===== config.mk =====
export PLATFORM = sky130hd
export DESIGN_NAME = aes_round_sequencer
export DESIGN_NICKNAME = d
export VERILOG_FILES = /design/src/rtl/aes_round_sequencer.sv
export SDC_FILE = /design/constraint.sdc
export NUM_CORES = 1
export LEC_CHECK = 0
export ABC_AREA = 1
export CAP_MARGIN = 20
export CORE_AREA = 2 2 311 313
export CTS_BUF_LIST = sky130_fd_sc_hd__clkbuf_8
export CTS_CLUSTER_DIAMETER = 100
export DETAILED_ROUTE_END_ITERATION = 7
export DIE_AREA = 0 0 313 315
export PLACE_DENSITY = 0.42
export REMOVE_ABC_BUFFERS = 1
export SLEW_MARGIN = 20
export SYNTH_ARGS = -nofsm -noshare
export SYNTH_HDL_FRONTEND = slang
export SYNTH_SLANG_ARGS = --single-unit

===== constraint.sdc =====
create_clock -name clk -period 9.35 [get_ports clk]
set_input_delay 1.87 -clock clk [delete_from_list [all_inputs] [get_ports clk]]
set_output_delay 1.87 -clock clk [all_outputs]
set_load 0.005 [all_outputs]

===== src/rtl/aes_round_sequencer.sv =====
// aes_round_sequencer
//
// Sequences one AES-128 block through an external single-round datapath and
// an external round-key store. The sequencer holds the running cipher state,
// the current round key, the direction and the round counter. The round
// arithmetic itself lives outside, in the combinational rnd_* datapath.
//
// Encrypt: whitening key 0, then rounds 1..10; round 10 is final.
// Decrypt: whitening key 10, then rounds 9..0; round 0 is final.
// The decrypt datapath runs InvShiftRows, InvSubBytes, AddRoundKey and then
// InvMixColumns, so key index r is used directly.
//
// Handshakes (all ports): a transfer happens on a rising clk edge where both
// valid and ready (or key_req/key_valid) are high. The producer holds its
// payload stable until that edge. in_ready, out_valid and key_req come
// straight from the FSM state and never depend on the partner's signal.
//
// Ports
//   clk, rst                   clock, asynchronous active-high reset
//   in_valid/in_ready          input block handshake
//   in_encrypt, in_data        direction and block, sampled at accept
//   out_valid/out_ready        result handshake, out_data = result
//   key_req/key_idx            round-key request and index 0..10
//   key_valid/key_in           round-key response
//   rnd_active .. rnd_key      one-cycle round evaluation request
//   rnd_result                 combinational datapath result
//   abort                      synchronous return to IDLE, highest priority
//   dbg_state                  current FSM state for observation
module aes_round_sequencer (
  input  logic         clk,
  input  logic         rst,
  input  logic         in_valid,
  output logic         in_ready,
  input  logic         in_encrypt,
  input  logic [127:0] in_data,
  output logic         out_valid,
  input  logic         out_ready,
  output logic [127:0] out_data,
  output logic         key_req,
  output logic [3:0]   key_idx,
  input  logic         key_valid,
  input  logic [127:0] key_in,
  output logic         rnd_active,
  output logic         rnd_encrypt,
  output logic         rnd_final,
  output logic [3:0]   rnd_num,
  output logic [127:0] rnd_data,
  output logic [127:0] rnd_key,
  input  logic [127:0] rnd_result,
  input  logic         abort,
  output logic [2:0]   dbg_state
);

  typedef enum logic [2:0] {
    S_IDLE = 3'd0,
    S_WKEY = 3'd1,
    S_RKEY = 3'd2,
    S_EXEC = 3'd3,
    S_DONE = 3'd4
  } state_t;

  state_t       state;
  state_t       state_nxt;
  logic [127:0] state_reg;
  logic [127:0] key_reg;
  logic [3:0]   r;
  logic         dir_reg;
  logic         last_round;

  // The counter stops on the final round, so it never leaves 0..10.
  assign last_round = dir_reg ? (r == 4'd10) : (r == 4'd0);

  always_ff @(posedge clk or posedge rst) begin
    if (rst) begin
      state <= S_IDLE;
    end else begin
      state <= state_nxt;
    end
  end

  always_comb begin
    state_nxt  = state;
    in_ready   = 1'b0;
    out_valid  = 1'b0;
    key_req    = 1'b0;
    key_idx    = 4'd0;
    rnd_active = 1'b0;
    rnd_final  = 1'b0;
    case (state)
      S_IDLE: begin
        in_ready = 1'b1;
        if (in_valid) state_nxt = S_WKEY;
      end
      S_WKEY: begin
        key_req = 1'b1;
        key_idx = dir_reg ? 4'd0 : 4'd10;
        if (key_valid) state_nxt = S_RKEY;
      end
      S_RKEY: begin
        key_req = 1'b1;
        key_idx = r;
        if (key_valid) state_nxt = S_EXEC;
      end
      S_EXEC: begin
        rnd_active = 1'b1;
        rnd_final  = last_round;
        state_nxt  = last_round ? S_DONE : S_RKEY;
      end
      S_DONE: begin
        out_valid = 1'b1;
        if (out_ready) state_nxt = S_IDLE;
      end
      default: state_nxt = S_IDLE;
    endcase
    // abort beats every handshake, including an accept in IDLE.
    if (abort) state_nxt = S_IDLE;
  end

  always_ff @(posedge clk or posedge rst) begin
    if (rst) begin
      state_reg <= '0;
      key_reg   <= '0;
      r         <= 4'd0;
      dir_reg   <= 1'b0;
    end else if (!abort) begin
      case (state)
        S_IDLE: begin
          if (in_valid) begin
            state_reg <= in_data;
            dir_reg   <= in_encrypt;
            r         <= in_encrypt ? 4'd1 : 4'd9;
          end
        end
        S_WKEY: begin
          if (key_valid) state_reg <= state_reg ^ key_in;
        end
        S_RKEY: begin
          if (key_valid) key_reg <= key_in;
        end
        S_EXEC: begin
          state_reg <= rnd_result;
          if (!last_round) r <= dir_reg ? r + 4'd1 : r - 4'd1;
        end
        default: ;
      endcase
    end
  end

  assign out_data    = state_reg;
  assign rnd_data    = state_reg;
  assign rnd_key     = key_reg;
  assign rnd_encrypt = dir_reg;
  assign rnd_num     = r;
  assign dbg_state   = state;

endmodule


# [Yosys cells after proc, flatten, opt, wreduce, memory -nomap -nowiden]
# Index checks and enable logic that the tools add are counted.
[word_totals] register_bits=264 in_bits=391 output_inout_bits=401 elab_cells=54
[classes] addsub=2 eq_ne=12 muxes=23 bitwise=2 n_reduce_logical=10
[op_table] operator="128-bit case mux with 3 select lines" n=1
[op_table] operator="128-bit two-way mux" n=2
[op_table] operator="128-bit XOR" n=1
[op_table] operator="4-bit two-way mux" n=5
[op_table] operator="3-bit two-way mux" n=6
[op_table] operator="4-bit case mux with 2 select lines" n=2
[op_table] operator="3-bit case mux with 5 select lines" n=1
[op_table] operator="3-bit inequality test, second input constant" n=4
[op_table] operator="4-bit AND reduction" n=3
[op_table] operator="3-bit by 2-bit equality test with 1-bit output, second input constant" n=2
[op_table] operator="1-bit two-way mux" n=6
[op_table] operator="2-bit inequality test, second input constant" n=3
[op_table] operator="3-bit AND reduction" n=2
[op_table] operator="4-bit by 1-bit adder with 4-bit output, second input constant" n=1
[op_table] operator="4-bit equality test, second input constant" n=1
[op_table] operator="4-bit logical NOT" n=1
[op_table] operator="4-bit by 1-bit subtractor with 4-bit output, second input constant" n=1
[op_table] operator="3-bit by 1-bit equality test with 1-bit output, second input constant" n=1
[op_table] operator="3-bit equality test, second input constant" n=1
[op_table] operator="3-bit logical NOT" n=1
[op_table] operator="3-bit nonzero test" n=1
[op_table] operator="2-bit nonzero test" n=1
[op_table] operator="2-bit OR reduction" n=1
[op_table] operator="1-bit inverter" n=1

# [Depth between registers and ports, before layout]
# Gate-level depths: netlist of run 1.
[logic_depth] word_depth=5 mapped_depth=12 depth_no_buf=11

# [Least setup slack after synthesis of run 1]
# OpenSTA, ideal clock, no wires.
[synth_timing] path_kind="register to output" startpoint="register state[2], in the netlist dbg_state[2]" endpoint="output port rnd_final" arrival_time_ns=1.143 t_required_ns=7.480 slack_ns=6.337 stages_incl_launch_ff=7 path_cell_list="dfrtp_1 -> nor2_4 -> inv_2 -> nor2_4 -> buf_4 -> inv_1 -> nor2_1"
[synth_via] elab_chain_len=2
[synth_lines] item="start, declared" line="62" rtl="state_t state;"
[synth_lines] item="start signal, assigned" line="77" rtl="state <= state_nxt;"
[synth_lines] item="3-bit by 2-bit equality test with 1-bit output" line="89" rtl="case (state)"
[synth_lines] item="1-bit two-way mux" line="89"
[synth_lines] item="end, declared" line="45" rtl="output logic rnd_final,"
# Every way passes these cells.

# [Worst setup path after layout of run 1]
[layout_timing] startpoint="register state[2], in the netlist dbg_state[2]" endpoint="output port key_idx[3]"
[layout_via] elab_chain_len=2
[layout_lines] item="3-bit by 2-bit equality test with 1-bit output / 3-bit by 1-bit equality test with 1-bit output (equally long branches)" line="89"
[layout_lines] item="4-bit case mux with 2 select lines *" line="89"
[layout_lines] item="end, declared" line="40" rtl="output logic [3:0] key_idx,"
# Every way passes the cells marked *; elsewhere a longest branch is shown, timed or not.

==> flow_summary.toml, run 1 <==
[run_status]
status = "complete, no violations"

[route]
drt_iter0_drc = 498
wl_per_cell_microns = 18.6
first_pass_iters = 4
vias = 13596
routed_via_density = 3.80
drc = 0
ant_nets = 0
wirelength_microns = 66600

[timing]
rsz0062_at_grt = "false"
finalCriticalPeriod_ns = 4.66
period_share = 0.499
setup_viol = 0
fmax_mhz = 214
hold_viol = 0
fin_setup_tns_ns = 0
drv_slew = 0
fin_worst_skew_ns = 0.0205
setup_ws_ns = 4.69
slew_headroom = 0.299
tightest_slew_ns = 1.05

[synth]
synth_top_cell_area_share = 0.459
synth_top_area_cell = "dfrtp_1"
synth-seq-cells = 264
synth_cells = 1602
synth_area_leaders = "dfrtp_1 46%, nand2_1 18%, mux2_2 10%"
synth_area_sq_um = 14400
synth_cell_types = 24
yosysSeqAreaShare = 0.459
postSynthAreaPerCell_sq_um = 8.98
synth_warnings = 0

[finish]
synthToLayoutAreaGrowth_pct = 65.4
layout_commonest_cell = "clkdlybuf4s50_1"
drive_above_1_share = 0.104
nets = 2645
layout_common_cells = "791 x clkdlybuf4s50_1, 679 x nand2_1, 264 x dfrtp_1, 129 x xnor2_1"

[worst_setup_path]
worst_setup_path_end_kind = "output pin"
arrival_ns = 2.79
ff2ff_setup_slack_ns = 5.20
crit_path_start = "dbg_state[2]"
regToRegEndpoint = "out_data[83]"
ff2ff_path_depth = 9
critPathLaunchType = "flip-flop"
rr_startpoint = "dbg_state[1]"
crit_end = "key_idx[3]"
worstSetupPathType = "reg -> out"
required_ns = 7.48
critPathMaxFanout = 69

[floorplan]
coreArea_sq_um = 95700
ioPinCount = 792
initial_core_util = 0.150
rows = 114
die_area_sq_um = 98600
die_h_microns = 315
dieWidth_microns = 313

[power_and_ir_drop]
p_leak_uw = 0.00988
p_per_area_nw_per_um2 = 305
vdd_drop_max_mv = 0.149

[global_routing]
antenna_found_initial = 5
grt_util_all_layers = 0.130
grt_pass1_vias = 14510
grt_max_degree = 72
overflow = 0
grt_pass1_wl_microns = 96900

[place]
portBuffers = 791
gp_congestion = 0.871
place_ws_ns = 4.02
hpwlAfterDp_microns = 48600

[clock_network]
clock_sinks = 264
clk-insertion-delay-late_ns = 0.66
cts-root-buf = "clkbuf_8"
cts_tree = "done"
cts_buffers = 54
cts_max_level = 2
hold_buffers = 0
clk_pin_slew_ns = 0.06
post-cts-setup-buffers = 0
cts_resized = 0
clock_path_buffers = 3

[hold_path]
min_path_type = "reg -> reg"

[run]
drv_cap = 0
cell usage after synthesis:
library cell and instances:
buf_2 46, ha_1 2, nand3_1 7, nor2_1 15
nand2_1 679, buf_4 137, o211ai_1 128, xnor2_1 129
clkinv_1 1, inv_1 12, xor2_1 1, a21oi_1 1
mux2_2 128, buf_1 1, dfrtp_1 264, buf_6 1
clkbuf_1 28, o22ai_1 2, fa_1 1, nand2_2 3
o21ai_0 2, nand4_1 5, inv_2 6, nor2_4 3
stage by stage:
step / instances / power [uW] / cell area, sq um / utilization / hold slack [ns]
floorplan: 1389 / 3600 / 13000 / - / 0.505
global placement: 3471 / 6080 / 22700 / 0.237 / 0.487
detailed placement: 3471 / 6090 / 22700 / 0.237 / 0.492
CTS: 3571 / 7440 / 23800 / 0.249 / 0.505
global route: 3574 / 7820 / 23800 / 0.249 / 0.510
finish: 3575 / 7270 / 23800 / 0.249 / 0.502
power breakdown:
| part | switching (uW) | leakage [uW] | internal [uW] | total [uW] |
|---|---|---|---|---|
| Clock | 574 | 0.000652 | 700 | 1270 |
| Sequential | 596 | 0.00328 | 1680 | 2280 |
| Combinational | 1540 | 0.00594 | 2180 | 3710 |
| Total | 2710 | 0.00988 | 4560 | 7270 |
per-layer routing:
metal / global-route usage / up-vias / wire length [microns]
met5: 0 / - / 13
met4: 0.0408 / 2 / 1420
met3: 0.0356 / 78 / 4580
met2: 0.239 / 519 / 35100
met1: 0.144 / 6631 / 25500
li1: - / 6366 / -
how the worst min path moves through the flow:
stage	from	to	slack, ns	cells past startpoint
3_3_place_gp	rnd_key[72]	rnd_key[72]	0.49	1
6_report	rnd_key[72]	rnd_key[72]	0.50	1
5_1_grt	rnd_key[18]	rnd_key[18]	0.51	1
4_1_cts	rnd_key[4]	rnd_key[4]	0.51	1
2_1_floorplan	rnd_key[0]	rnd_key[0]	0.50	1
3_5_place_dp	rnd_key[4]	rnd_key[4]	0.49	1
flip-flops by register name (all words and copies together) (netlist names):
signal       cells
dbg_state        3
out_data       128
rnd_encrypt      1
rnd_key        128
rnd_num          4
area by class of cell:
type | instances | area (sq um)
Antenna cell | 4 | 10.0
Clock buffer | 74 | 1020
Clock inverter | 26 | 113
Fill cell | 10352 | 71900
Inverter | 19 | 83.8
Multi-Input combinational cell | 1106 | 6350
Sequential cell | 264 | 6610
Tap cell | 1276 | 1600
Timing Repair Buffer | 806 | 8030
kinds of logic after synthesis:
| logic type | synth area share |
|---|---|
| buffers and inverters | 0.101 |
| multiplexers | 0.100 |
| flip-flops | 0.459 |
| adder cells (fa/ha/maj) | 0.00313 |
| AO/OA/AOI/OAI | 0.0687 |
| AND/OR/NAND/NOR | 0.189 |
| XOR/XNOR | 0.0791 |
worst max-delay path, cell delays in order (launching register included):
cell and delay (ns):
dfrtp_1 0.46, nor2_4 0.22, nand2_4 0.54, o22ai_1 0.34, clkdlybuf4s50_1 0.56
(Power assumes the default switching activity.)
==> run 2, diff against run 1 <==
- clock period: 9.35 -> 4.25 ns (I/O delays scaled with it)
==> run 2 against run 1 <==
Net effect:
- setup slack lost 3.8 ns
- core utilization is 0.21 points higher
- largest power group unchanged
- critical endpoint is now rnd_final
- worst hold slack improved by 0.0013 ns
==> flow_summary.toml, run 2 (synthesized netlist as in run 1, its figures left out) <==
[timing]
setup_ws_ns = 0.881
rsz0062_at_grt = "false"
tightest_slew_ns = 1.02
drv_slew = 0
setup_viol = 0
slew_headroom = 0.320
period_share = 0.793
fin_worst_skew_ns = 0.0154
fmax_mhz = 297
finalCriticalPeriod_ns = 3.37
hold_viol = 0

[clock_network]
cts_buffers = 54
cts_tree = "done"
clk_pin_slew_ns = 0.06
cts_resized = 0
clk-insertion-delay-late_ns = 0.63
hold_buffers = 0
clock_path_buffers = 3
cts_max_level = 2
cts-root-buf = "clkbuf_8"
clock_sinks = 264
post-cts-setup-buffers = 0

[global_routing]
grt_util_all_layers = 0.126
grt_pass1_wl_microns = 93800
overflow = 0
antenna_found_initial = 4
grt_max_degree = 131
grt_pass1_vias = 13940

[route]
vias = 13486
drc = 0
met1_length_microns = 25500
routed_via_density = 3.77
drt_iter0_drc = 568
ant_nets = 0
wl_per_cell_microns = 18.3
first_pass_iters = 5
wl_met2_microns = 33300
wirelength_microns = 65400
top_layer = "met4"
wl_met3_microns = 4890

[worst_setup_path]
crit_end = "rnd_final"
arrival_ns = 2.52
crit_path_start = "dbg_state[2]"
regToRegEndpoint = "out_data[56]"
rr_startpoint = "dbg_state[2]"
critPathMaxFanout = 10
critPathLaunchType = "flip-flop"
worst_setup_path_end_kind = "output pin"
required_ns = 3.40
worstSetupPathType = "reg -> out"
ff2ff_path_depth = 8
ff2ff_setup_slack_ns = 1.81

[finish]
nets = 2650
post-route-util = 0.251
layout_commonest_cell = "clkdlybuf4s50_1"
drive_above_1_share = 0.106
synthToLayoutAreaGrowth_pct = 66.8
layout_common_cells = "791 x clkdlybuf4s50_1, 679 x nand2_1, 264 x dfrtp_1, 129 x xnor2_1"

[power_and_ir_drop]
p_switching_uw = 5930
power.share.switching = 0.366
p_leak_uw = 0.00997
clockPowerShare = 0.186
total_power_uw = 16200
combPwrFrac = 0.507
pwr-share-seq = 0.308
vdd_drop_max_mv = 0.479
p_per_area_nw_per_um2 = 675
p_int_uw = 10300

[place]
portBuffers = 791
place_ws_ns = 1.21
gp_congestion = 0.847
hpwlAfterDp_microns = 47700

[floorplan]
initial_core_util = 0.150
coreArea_sq_um = 95700
die_area_sq_um = 98600
ioPinCount = 792
rows = 114
dieWidth_microns = 313
die_h_microns = 315

[run]
drv_cap = 0

[run_status]
status = "complete, no violations"

[hold_path]
min_path_type = "reg -> reg"
[run 2: cell types whose count changed in the layout (fill, tap and decap cells not counted)]
cell	delta
buf_12	+6
buf_4	-1
bufinv_16	+3
clkbuf_8	+2
clkinv_2	-2
clkinvlp_4	-2
inv_1	-1
[run 2: worst max-delay path, stage by stage (launching register included)]
cell,delay [ns]
dfrtp_1,0.46
nor2_4,0.22
inv_4,0.12
nor2_4,0.24
inv_1,0.11
nor2_1,0.19
clkdlybuf4s50_1,0.55
[run 2: stage by stage]
stage | setup TNS (ns) | cells | hold WS (ns) | cell area [sq um]
6_report | 0 | 3580 | 0.503 | 24000
5_1_grt | 0 | 3579 | 0.516 | 24000
4_1_cts | 0 | 3576 | 0.505 | 24000
3_5_place_dp | 0 | 3476 | 0.492 | 22800
3_3_place_gp | 0 | 3476 | 0.487 | 22800
2_1_floorplan | -1293.70 | 1389 | 0.505 | 13000
[run 2: worst min path at each step]
stage                      from          end  cells after the start  slack [ns]
floorplan            rnd_key[0]   rnd_key[0]                      1        0.50
global placement    rnd_key[72]  rnd_key[72]                      1        0.49
detailed placement  rnd_key[24]  rnd_key[24]                      1        0.49
CTS                 rnd_key[24]  rnd_key[24]                      1        0.50
global route        rnd_key[24]  rnd_key[24]                      1        0.52
finish              rnd_key[24]  rnd_key[24]                      1        0.50
[run 2: per-layer routing]
metal  GRT usage  vias up
met5           0        -
met4      0.0423        0
met3      0.0349       98
met2       0.225      553
met1       0.144     6456
li1            -     6379
[run 2: layout make-up]
class	count	area [sq um]
Inverter	19	83.8
Fill cell	10265	71700
Multi-Input combinational cell	1106	6350
Sequential cell	264	6610
Tap cell	1276	1600
Clock inverter	24	174
Clock buffer	76	1050
Antenna cell	4	10.0
Timing Repair Buffer	811	8140
[run 2: power groups by stage]
stage | logic (uW) | clock network, uW | registers, uW
after global routing | 8910 | 3280 | 5160
after CTS | 8370 | 3180 | 5020
after global placement | 8340 | 0 | 5010
after detailed placement | 8340 | 0 | 5040
final | 8210 | 3010 | 4990
after floorplan | 3080 | 0 | 4840
